**config.mk**
```make
export PLATFORM = sky130hd
export DESIGN_NAME = fp32_multiplier
export DESIGN_NICKNAME = d
export VERILOG_FILES = /design/src/rtl/fp32_multiplier.sv
export SDC_FILE = /design/constraint.sdc
export NUM_CORES = 2
export LEC_CHECK = 0
export CORE_ASPECT_RATIO = 1.25
export CORE_MARGIN = 8
export CORE_UTILIZATION = 55
export DETAILED_ROUTE_END_ITERATION = 10
export GPL_ROUTABILITY_DRIVEN = 0
export PLACE_DENSITY = 0.76
export SYNTH_ARGS = -nofsm -noshare
export SYNTH_HDL_FRONTEND = slang
export SYNTH_SLANG_ARGS = --single-unit
```
**constraint.sdc**
```tcl
create_clock -name clk -period 7 [get_ports clk]
set_input_delay 0.7 -clock clk [delete_from_list [all_inputs] [get_ports clk]]
set_output_delay 0.7 -clock clk [all_outputs]
set_load 0.05 [all_outputs]
```
**src/rtl/fp32_multiplier.sv**
```systemverilog
`default_nettype none
// ============================================================================
// Module   : fp32_multiplier
// Purpose  : IEEE-754 binary32 multiplier, data_out = in_a * in_b, rounded
//            to nearest, ties to even. Fully pipelined: one operand pair
//            accepted per clock, result strobed exactly three edges after
//            the edge that sampled the pair.
// Ports    : clk           - clock, all state updates on posedge
//            reset_n       - asynchronous active-low reset
//            input_valid   - in_a/in_b valid this cycle
//            in_a, in_b    - binary32 operands
//            data_out      - binary32 product (registered, held when idle)
//            output_valid  - one-cycle strobe, data_out valid this cycle
// Config   : FP_MUL_SUBNORMAL_EN - when defined, subnormal operands and
//            results are handled exactly; otherwise subnormals flush to zero.
// Revision : 1.0 - initial release
// ============================================================================
module fp32_multiplier (
    input  logic        clk,
    input  logic        reset_n,
    input  logic        input_valid,
    input  logic [31:0] in_a,
    input  logic [31:0] in_b,
    output logic [31:0] data_out,
    output logic        output_valid
);

    localparam logic [31:0] c_QNAN = 32'h7FC0_0000;

    // ------------------------------------------------------------------
    // Operand capture: the edge that samples input_valid=1 registers the
    // pair here; the three arithmetic stages follow.
    // ------------------------------------------------------------------
    logic        cap_valid_q;
    logic [31:0] cap_a_q;
    logic [31:0] cap_b_q;

    // ------------------------------------------------------------------
    // S1: unpack, classify, exponent sum, significand product
    // ------------------------------------------------------------------
    logic        a_nan, a_inf, a_zero, b_nan, b_inf, b_zero;
    logic [23:0] ma, mb;
    logic [7:0]  ea_eff, eb_eff;
    logic        s1_nan_d, s1_inf_d, s1_zero_d, s1_sign_d;
    logic signed [9:0] s1_exp_d;
    logic [47:0] s1_prod_d;

    always_comb begin
        a_nan  = (cap_a_q[30:23] == 8'hFF) && (cap_a_q[22:0] != 23'd0);
        a_inf  = (cap_a_q[30:23] == 8'hFF) && (cap_a_q[22:0] == 23'd0);
        b_nan  = (cap_b_q[30:23] == 8'hFF) && (cap_b_q[22:0] != 23'd0);
        b_inf  = (cap_b_q[30:23] == 8'hFF) && (cap_b_q[22:0] == 23'd0);
`ifdef FP_MUL_SUBNORMAL_EN
        // Subnormal: implicit bit 0, effective exponent 1.
        a_zero = (cap_a_q[30:0] == 31'd0);
        b_zero = (cap_b_q[30:0] == 31'd0);
        ma     = {(cap_a_q[30:23] != 8'd0), cap_a_q[22:0]};
        mb     = {(cap_b_q[30:23] != 8'd0), cap_b_q[22:0]};
        ea_eff = (cap_a_q[30:23] == 8'd0) ? 8'd1 : cap_a_q[30:23];
        eb_eff = (cap_b_q[30:23] == 8'd0) ? 8'd1 : cap_b_q[30:23];
`else
        // Flush-to-zero: any zero exponent field is treated as signed zero.
        a_zero = (cap_a_q[30:23] == 8'd0);
        b_zero = (cap_b_q[30:23] == 8'd0);
        ma     = {1'b1, cap_a_q[22:0]};
        mb     = {1'b1, cap_b_q[22:0]};
        ea_eff = cap_a_q[30:23];
        eb_eff = cap_b_q[30:23];
`endif
        s1_nan_d  = a_nan | b_nan | (a_inf & b_zero) | (b_inf & a_zero);
        s1_inf_d  = a_inf | b_inf;
        s1_zero_d = a_zero | b_zero;
        s1_sign_d = cap_a_q[31] ^ cap_b_q[31];
        s1_exp_d  = $signed({2'b00, ea_eff}) + $signed({2'b00, eb_eff}) - 10'sd127;
        s1_prod_d = {24'd0, ma} * {24'd0, mb};
    end

    logic              s1_valid_q;
    logic              s1_nan_q, s1_inf_q, s1_zero_q, s1_sign_q;
    logic signed [9:0] s1_exp_q;
    logic [47:0]       s1_prod_q;

    // ------------------------------------------------------------------
    // S2: normalise so the leading one sits at bit 47, derive G/R/S
    // ------------------------------------------------------------------
    logic [47:0]       norm;
    logic              lost;
    logic signed [9:0] exp_n;
    logic [23:0]       s2_mant_d;
    logic              s2_g_d, s2_r_d, s2_s_d;
`ifdef FP_MUL_SUBNORMAL_EN
    logic [5:0]        lzc;
    logic signed [9:0] sh;
    logic [5:0]        shamt;
`endif

    always_comb begin
        norm  = s1_prod_q;
        lost  = 1'b0;
        exp_n = s1_exp_q;
`ifdef FP_MUL_SUBNORMAL_EN
        lzc   = 6'd0;
        sh    = 10'sd0;
        shamt = 6'd0;
        // Highest set bit wins: the loop runs upward, last hit is the MSB.
        for (int i = 0; i < 48; i++) begin
            if (s1_prod_q[i]) lzc = 6'(47 - i);
        end
        norm  = s1_prod_q << lzc;
        exp_n = s1_exp_q + 10'sd1 - $signed({4'b0000, lzc});
        if (exp_n <= 10'sd0) begin
            // Below min normal: denormalise to exponent field 0 (scale of
            // exponent 1). Anything shifted out folds into sticky.
            sh    = 10'sd1 - exp_n;
            shamt = (sh > 10'sd48) ? 6'd48 : sh[5:0];
            lost  = |(norm & ~({48{1'b1}} << shamt));
            norm  = norm >> shamt;
            exp_n = 10'sd0;
        end
`else
        // Normal x normal lies in [1,4): only one possible position shift.
        if (s1_prod_q[47]) begin
            exp_n = s1_exp_q + 10'sd1;
        end else begin
            norm = s1_prod_q << 1;
        end
`endif
        s2_mant_d = norm[47:24];
        s2_g_d    = norm[23];
        s2_r_d    = norm[22];
        s2_s_d    = (|norm[21:0]) | lost;
    end

    logic              s2_valid_q;
    logic              s2_nan_q, s2_inf_q, s2_zero_q, s2_sign_q;
    logic signed [9:0] s2_exp_q;
    logic [23:0]       s2_mant_q;
    logic              s2_g_q, s2_r_q, s2_s_q;

    // ------------------------------------------------------------------
    // S3: round to nearest even, special-case priority, pack
    // ------------------------------------------------------------------
    logic              inc;
    logic [24:0]       mant_r;
    logic signed [9:0] exp_r;
    logic [22:0]       frac;
    logic [31:0]       data_out_d;

    always_comb begin
        inc    = s2_g_q & (s2_r_q | s2_s_q | s2_mant_q[0]);
        mant_r = {1'b0, s2_mant_q} + {24'd0, inc};
        exp_r  = s2_exp_q + $signed({9'd0, mant_r[24]});
`ifdef FP_MUL_SUBNORMAL_EN
        // Subnormal that rounds up into the implicit bit becomes 2^-126.
        if ((s2_exp_q == 10'sd0) && mant_r[23]) exp_r = 10'sd1;
`endif
        frac = mant_r[24] ? mant_r[23:1] : mant_r[22:0];

        if (s2_nan_q) begin
            data_out_d = c_QNAN;
        end else if (s2_inf_q) begin
            data_out_d = {s2_sign_q, 8'hFF, 23'd0};
        end else if (s2_zero_q) begin
            data_out_d = {s2_sign_q, 31'd0};
        end else if (exp_r >= 10'sd255) begin
            data_out_d = {s2_sign_q, 8'hFF, 23'd0};
`ifndef FP_MUL_SUBNORMAL_EN
        end else if (exp_r <= 10'sd0) begin
            data_out_d = {s2_sign_q, 31'd0};
`endif
        end else begin
            data_out_d = {s2_sign_q, exp_r[7:0], frac};
        end
    end

    logic [31:0] data_out_q;
    logic        output_valid_q;

    // ------------------------------------------------------------------
    // Registers. Valid bits and outputs are reset; datapath is not, since
    // its contents are never observed without a matching valid bit.
    // ------------------------------------------------------------------
    always_ff @(posedge clk or negedge reset_n) begin
        if (!reset_n) begin
            cap_valid_q    <= 1'b0;
            s1_valid_q     <= 1'b0;
            s2_valid_q     <= 1'b0;
            output_valid_q <= 1'b0;
            data_out_q     <= 32'd0;
        end else begin
            cap_valid_q    <= input_valid;
            s1_valid_q     <= cap_valid_q;
            s2_valid_q     <= s1_valid_q;
            output_valid_q <= s2_valid_q;
            if (s2_valid_q) data_out_q <= data_out_d;
        end
    end

    always_ff @(posedge clk) begin
        if (input_valid) begin
            cap_a_q <= in_a;
            cap_b_q <= in_b;
        end
        s1_nan_q  <= s1_nan_d;
        s1_inf_q  <= s1_inf_d;
        s1_zero_q <= s1_zero_d;
        s1_sign_q <= s1_sign_d;
        s1_exp_q  <= s1_exp_d;
        s1_prod_q <= s1_prod_d;
        s2_nan_q  <= s1_nan_q;
        s2_inf_q  <= s1_inf_q;
        s2_zero_q <= s1_zero_q;
        s2_sign_q <= s1_sign_q;
        s2_exp_q  <= exp_n;
        s2_mant_q <= s2_mant_d;
        s2_g_q    <= s2_g_d;
        s2_r_q    <= s2_r_d;
        s2_s_q    <= s2_s_d;
    end

    assign data_out     = data_out_q;
    assign output_valid = output_valid_q;

endmodule
`default_nettype wire

```
Word level (Yosys, flattened, before mapping) --
Index checks and enable logic that the tools add are counted.
Word-level totals: flip-flop bits (word level) 203, bits in latches 0, bits in writable memories 0, ROM bits 0, output and inout port bits 33, memories kept 0
Operators by class: add/subtract/negate cells 5, $mul 1, div/mod/pow operators 0, magnitude comparators 2, eq/ne operators 2, shift operators 0, multiplexer cells 8, bitwise operators 11, reductions and logical operators 11
Operator list (count):
- two-way mux 31 bit | 4
- multiplier 24 x 24 -> 48 bit | 1
- two-way mux 47 bit | 1
- zero test 23 bit | 2
- nonzero test 23 bit | 2
- two-way mux 32 bit | 1
- adder 24 x 1 -> 25 bit | 1
- two-way mux 23 bit | 1
- OR reduction 22 bit | 1
- == test 8 bit, second input constant | 2
- zero test 8 bit | 2
- adder 10 x 2 -> 10 bit | 1
- adder 10 x 2 -> 10 bit, second input constant | 1
- >= comparator 10 x 9 -> 1 bit, second input constant | 1
- less-or-equal comparator 10 x 1 -> 1 bit, second input constant | 1
- two-way mux 10 bit | 1
- subtractor 9 x 7 -> 10 bit, second input constant | 1
- adder 8 x 8 -> 9 bit | 1
- OR 1 bit | 7
- logical AND 1 bit | 4
- AND 1 bit | 3
- XOR 1 bit | 1

Longest topological paths before layout --
word-level depth 11, gate-level depth with buffers 26

Worst setup path after synthesis --
No wires, ideal clock.
path type register -> register, start register cap_a_q[22], end register s1_prod_q[47], data arrival time 6.516 ns, slack 0.422 ns, stages on the path, launching flop included 24, path buffers 1, path through edfxtp_1 > clkbuf_1 > nand2_1 > fa_1 > inv_1 > fa_1 > inv_1 > fa_1 > inv_1 > fa_1 > fa_1 > fa_1 > inv_1 > fa_1 > inv_1 > ha_1 > and2_1 > a221o_1 > a31oi_1 > o22ai_1 > a211oi_2 > a311oi_1 > or3_1 > nand3_1
On the way: word-level cells in the longest chain between the ends 1
Ends and longest elaborated chain:
- start: declaration | line 35 | logic [31:0] cap_a_q;
- start signal: assignment | line 201 | cap_a_q <= in_a;
- multiplier 24 x 24 -> 48 bit | line 75 | s1_prod_d = {24'd0, ma} * {24'd0, mb};
- via s1_prod_d[47] | line 46 | logic [47:0] s1_prod_d;
- end signal: assignment | line 209 | s1_prod_q <= s1_prod_d;
- end: declaration | line 81 | logic [47:0] s1_prod_q;
The timed path passes the listed nets, and every way through them passes these cells. A chain may end at the register's enable or synchronous reset.

Worst setup path after layout --
start register cap_b_q[9], end register s1_prod_q[45]
On the way: word-level cells in the longest chain between the ends 1
Ends and longest elaborated chain:
- start: declaration | line 36 | logic [31:0] cap_b_q;
- start signal: assignment | line 202 | cap_b_q <= in_b;
- multiplier 24 x 24 -> 48 bit | line 75
- via s1_prod_d[45] | line 46
The timed path passes the listed nets, and every way through them passes these cells.

==> metrics <==
Critical Path End=s1_prod_q[45]; initial antenna violation count=1; H-Tree Depth=1; Final period util=0.9769; area grow syn2layout=14.06%; Congestion Overflow GR=0; Post-synth EDFFs=64; Hold WC Path Type=flip-flop to flip-flop; CTS Sinks=203; die width=~210 um; Tot GR Track Use=0.2500; setup violators final=0; num rows=89; Post-Route WL=between 60000 and 70000 um; largest net degree at the start of global routing=66; Reg clk slew, reported paths=0.07 ns; DIE HEIGHT=approximately 260 um; critical path capture point type=flip-flop; crit-path max FO=9; Buffers on Ports=99; Final ANT Viol Nets=0; CP required=7.47 ns; clk_skew=0.01953 ns; Root Buffer=clkbuf_16; reg-to-reg setup timing slack=around 0.16 ns; worst-case reg-to-reg path depth=22; Nets=3581; ys flop type=dfxtp_1; Worst-Margin Slew=1.014 ns; Final WS setup=0.1619 ns; Mapped Cells=2650; Routed WL per cell=19.24 um; RSZ-0062 raised after global routing=yes; Worst slew margin=0.3238; Via-to-Cell Ratio=5.430; fmax=between 0.1 and 0.15 GHz; CP startpoint kind=flip-flop; Skew-Pair Late Insertion Delay=0.55 ns; hold_buf cts=0; vias in the first global route=20728; crit path launch=cap_b_q[9]; detailed-route DRC error count=0; global-route wire length before repair=107800 um; CTS Buf Count=23; Starting Density=0.5529; 1st-iter DRT viols=~1300; run status=complete, no violations; core area=approximately 47000 um^2; total die area=54370 um^2; pre-CTS setup slack=-0.03440 ns; Warnings, synthesis=0; Mapped Nets=3392; WS Path Type=flip-flop to flip-flop; Max-Cap Viols=0; Setup TNS=0 ns; worst flop-to-flop path startpoint=cap_b_q[9]; I/O Pins=100; Yosys top cell area share=0.3730; hpwl dp=~55000 um; first drt pass iteration count=5; Syn Std Cell Area=25920 um^2; ANT cells=0; deepest clock path buffer count=3; Final Hold Viols=0; r2r endpoint=s1_prod_q[45]; #FFs+latches synth=around 200; cell taking the most area after synthesis=fa_1; syn_area_per_cell=9.781 um^2; Filler cells=3728; share of cells above drive strength 1=0.1026; post-synth cell types=74; max-slew violation count=0; Async SR Flop Fraction=0.1773; critical path arrival=7.31 ns; synth top area cells=fa_1, ha_1, inv_1, dfxtp_1, edfxtp_1; fin crit period=6.838 ns; proportion of synthesized chip area in sequential cells=0.1885; CTS tree=built; via count=around 19000
synthesized netlist by cell type (18+ instances only):
cell type	n
a21o_1	18
a21oi_1	47
and2_1	261
clkbuf_1	97
dfrtp_1	36
dfxtp_1	103
edfxtp_1	64
fa_1	483
ha_1	192
inv_1	586
mux2_2	26
nand2_1	295
nand3_1	22
nand4_1	22
nor2_1	94
nor3_1	18
nor4_1	18
o21ai_0	25
o22ai_2	20
xnor2_1	48
xor2_1	24
cells in the final DEF, fill, tap and decap left out, drive strengths merged, types with 10 or more instances in the layout:
master         instances
clkbuf                29
dfrtp                 36
clkdlybuf4s50         98
ha                   192
nand4                 24
mux2                  26
o211ai                12
and2                 262
xor2                  24
edfxtp                64
nand2                295
buf                  174
a31oi                 10
fa                   483
nor2                  95
o22ai                 23
and3                  13
nor4                  19
o21ai                 28
xnor2                 48
inv                  589
nand3                 24
dfxtp                103
a21o                  18
nor3                  18
a21oi                 47
repair_timing:
item	in CTS	in global routing
endpoints found under the hold margin	0	0
setup endpoints to repair	5	18
gates resized for setup	1	28
pin swaps	0	5
setup buffers	3	45
stage by stage:
step           area, um^2  instances  hold WS [ns]    util
6_report            29560       3492        0.3265  0.6306
5_1_grt             29560       3492        0.3362  0.6306
4_1_cts             29070       3447        0.3257  0.6200
3_5_place_dp        28340       3403        0.3121  0.6044
3_3_place_gp        28340       3403        0.3132  0.6044
2_1_floorplan       25920       2650        0.3096       -
critical path: stages, from the launching register on:
cell and delay, ns:
edfxtp_1 0.59, buf_4 0.22, nand2_1 0.08, fa_1 0.55
inv_1 0.07, fa_1 0.55, inv_1 0.06, fa_1 0.51
inv_1 0.06, fa_1 0.55, fa_1 0.44, fa_1 0.53
fa_1 0.43, ha_1 0.31, o21a_1 0.12, o21ai_1 0.09
or2_1 0.28, a2111oi_2 0.33, a211oi_2 0.18, buf_4 0.19
o31ai_4 0.30, a41oi_1 0.19, nor3_1 0.15
cells by family (layout without fill, tap and decap cells):
group                    Yosys count  in the layout  share of synthesized area
XOR/XNOR                          72             72                    0.02433
buffers and inverters            696            901                     0.1018
AND/OR/NAND/NOR                  783            783                     0.1525
flip-flops                       203            203                     0.1885
AO/OA/AOI/OAI                    193            193                    0.05508
multiplexers                      28             28                    0.01207
adder cells (fa/ha/maj)          675            675                     0.4657
layer usage:
layer  up-vias  GRT usage  share of wire
li1       8444          -              -
met1      9368     0.2938           0.37
met2       896     0.4314           0.49
met4         0     0.1384          0.063
met3       254    0.04315          0.081
met5         -          0              0
layout make-up:
class / instances / area [um^2] / share of cell area
multi-input cells: 1751 / 18490 / 0.6254
repair buffers: 272 / 2487 / 0.08414
inverters: 588 / 2213 / 0.07487
flip-flops and latches: 203 / 4885 / 0.1652
clock inverters: 12 / 91.34 / 0.003090
clock buffers: 29 / 601.8 / 0.02036
well taps: 637 / 797.0 / 0.02696
worst min-delay path by stage:
stage | from | end | depth (start not counted) | slack (ns)
2_1_floorplan | s1_inf_q | s2_inf_q | 0 | 0.31
3_3_place_gp | s1_zero_q | s2_zero_q | 0 | 0.31
3_5_place_dp | s1_zero_q | s2_zero_q | 0 | 0.31
4_1_cts | s1_zero_q | s2_zero_q | 0 | 0.33
5_1_grt | s1_zero_q | s2_zero_q | 0 | 0.34
6_report | s1_zero_q | s2_zero_q | 0 | 0.33
sequential cells by signal, summed over array words and instances, names as in the netlist, 10 cells and up:
| name | count |
|---|---|
| cap_a_q | 32 |
| cap_b_q | 32 |
| data_out | 32 |
| s1_exp_q | 10 |
| s1_prod_q | 48 |
| s2_exp_q | 10 |
| s2_mant_q | 24 |
Power is not shown: default switching activity piles up to over one toggle a cycle in this logic, so the estimate is an artifact.
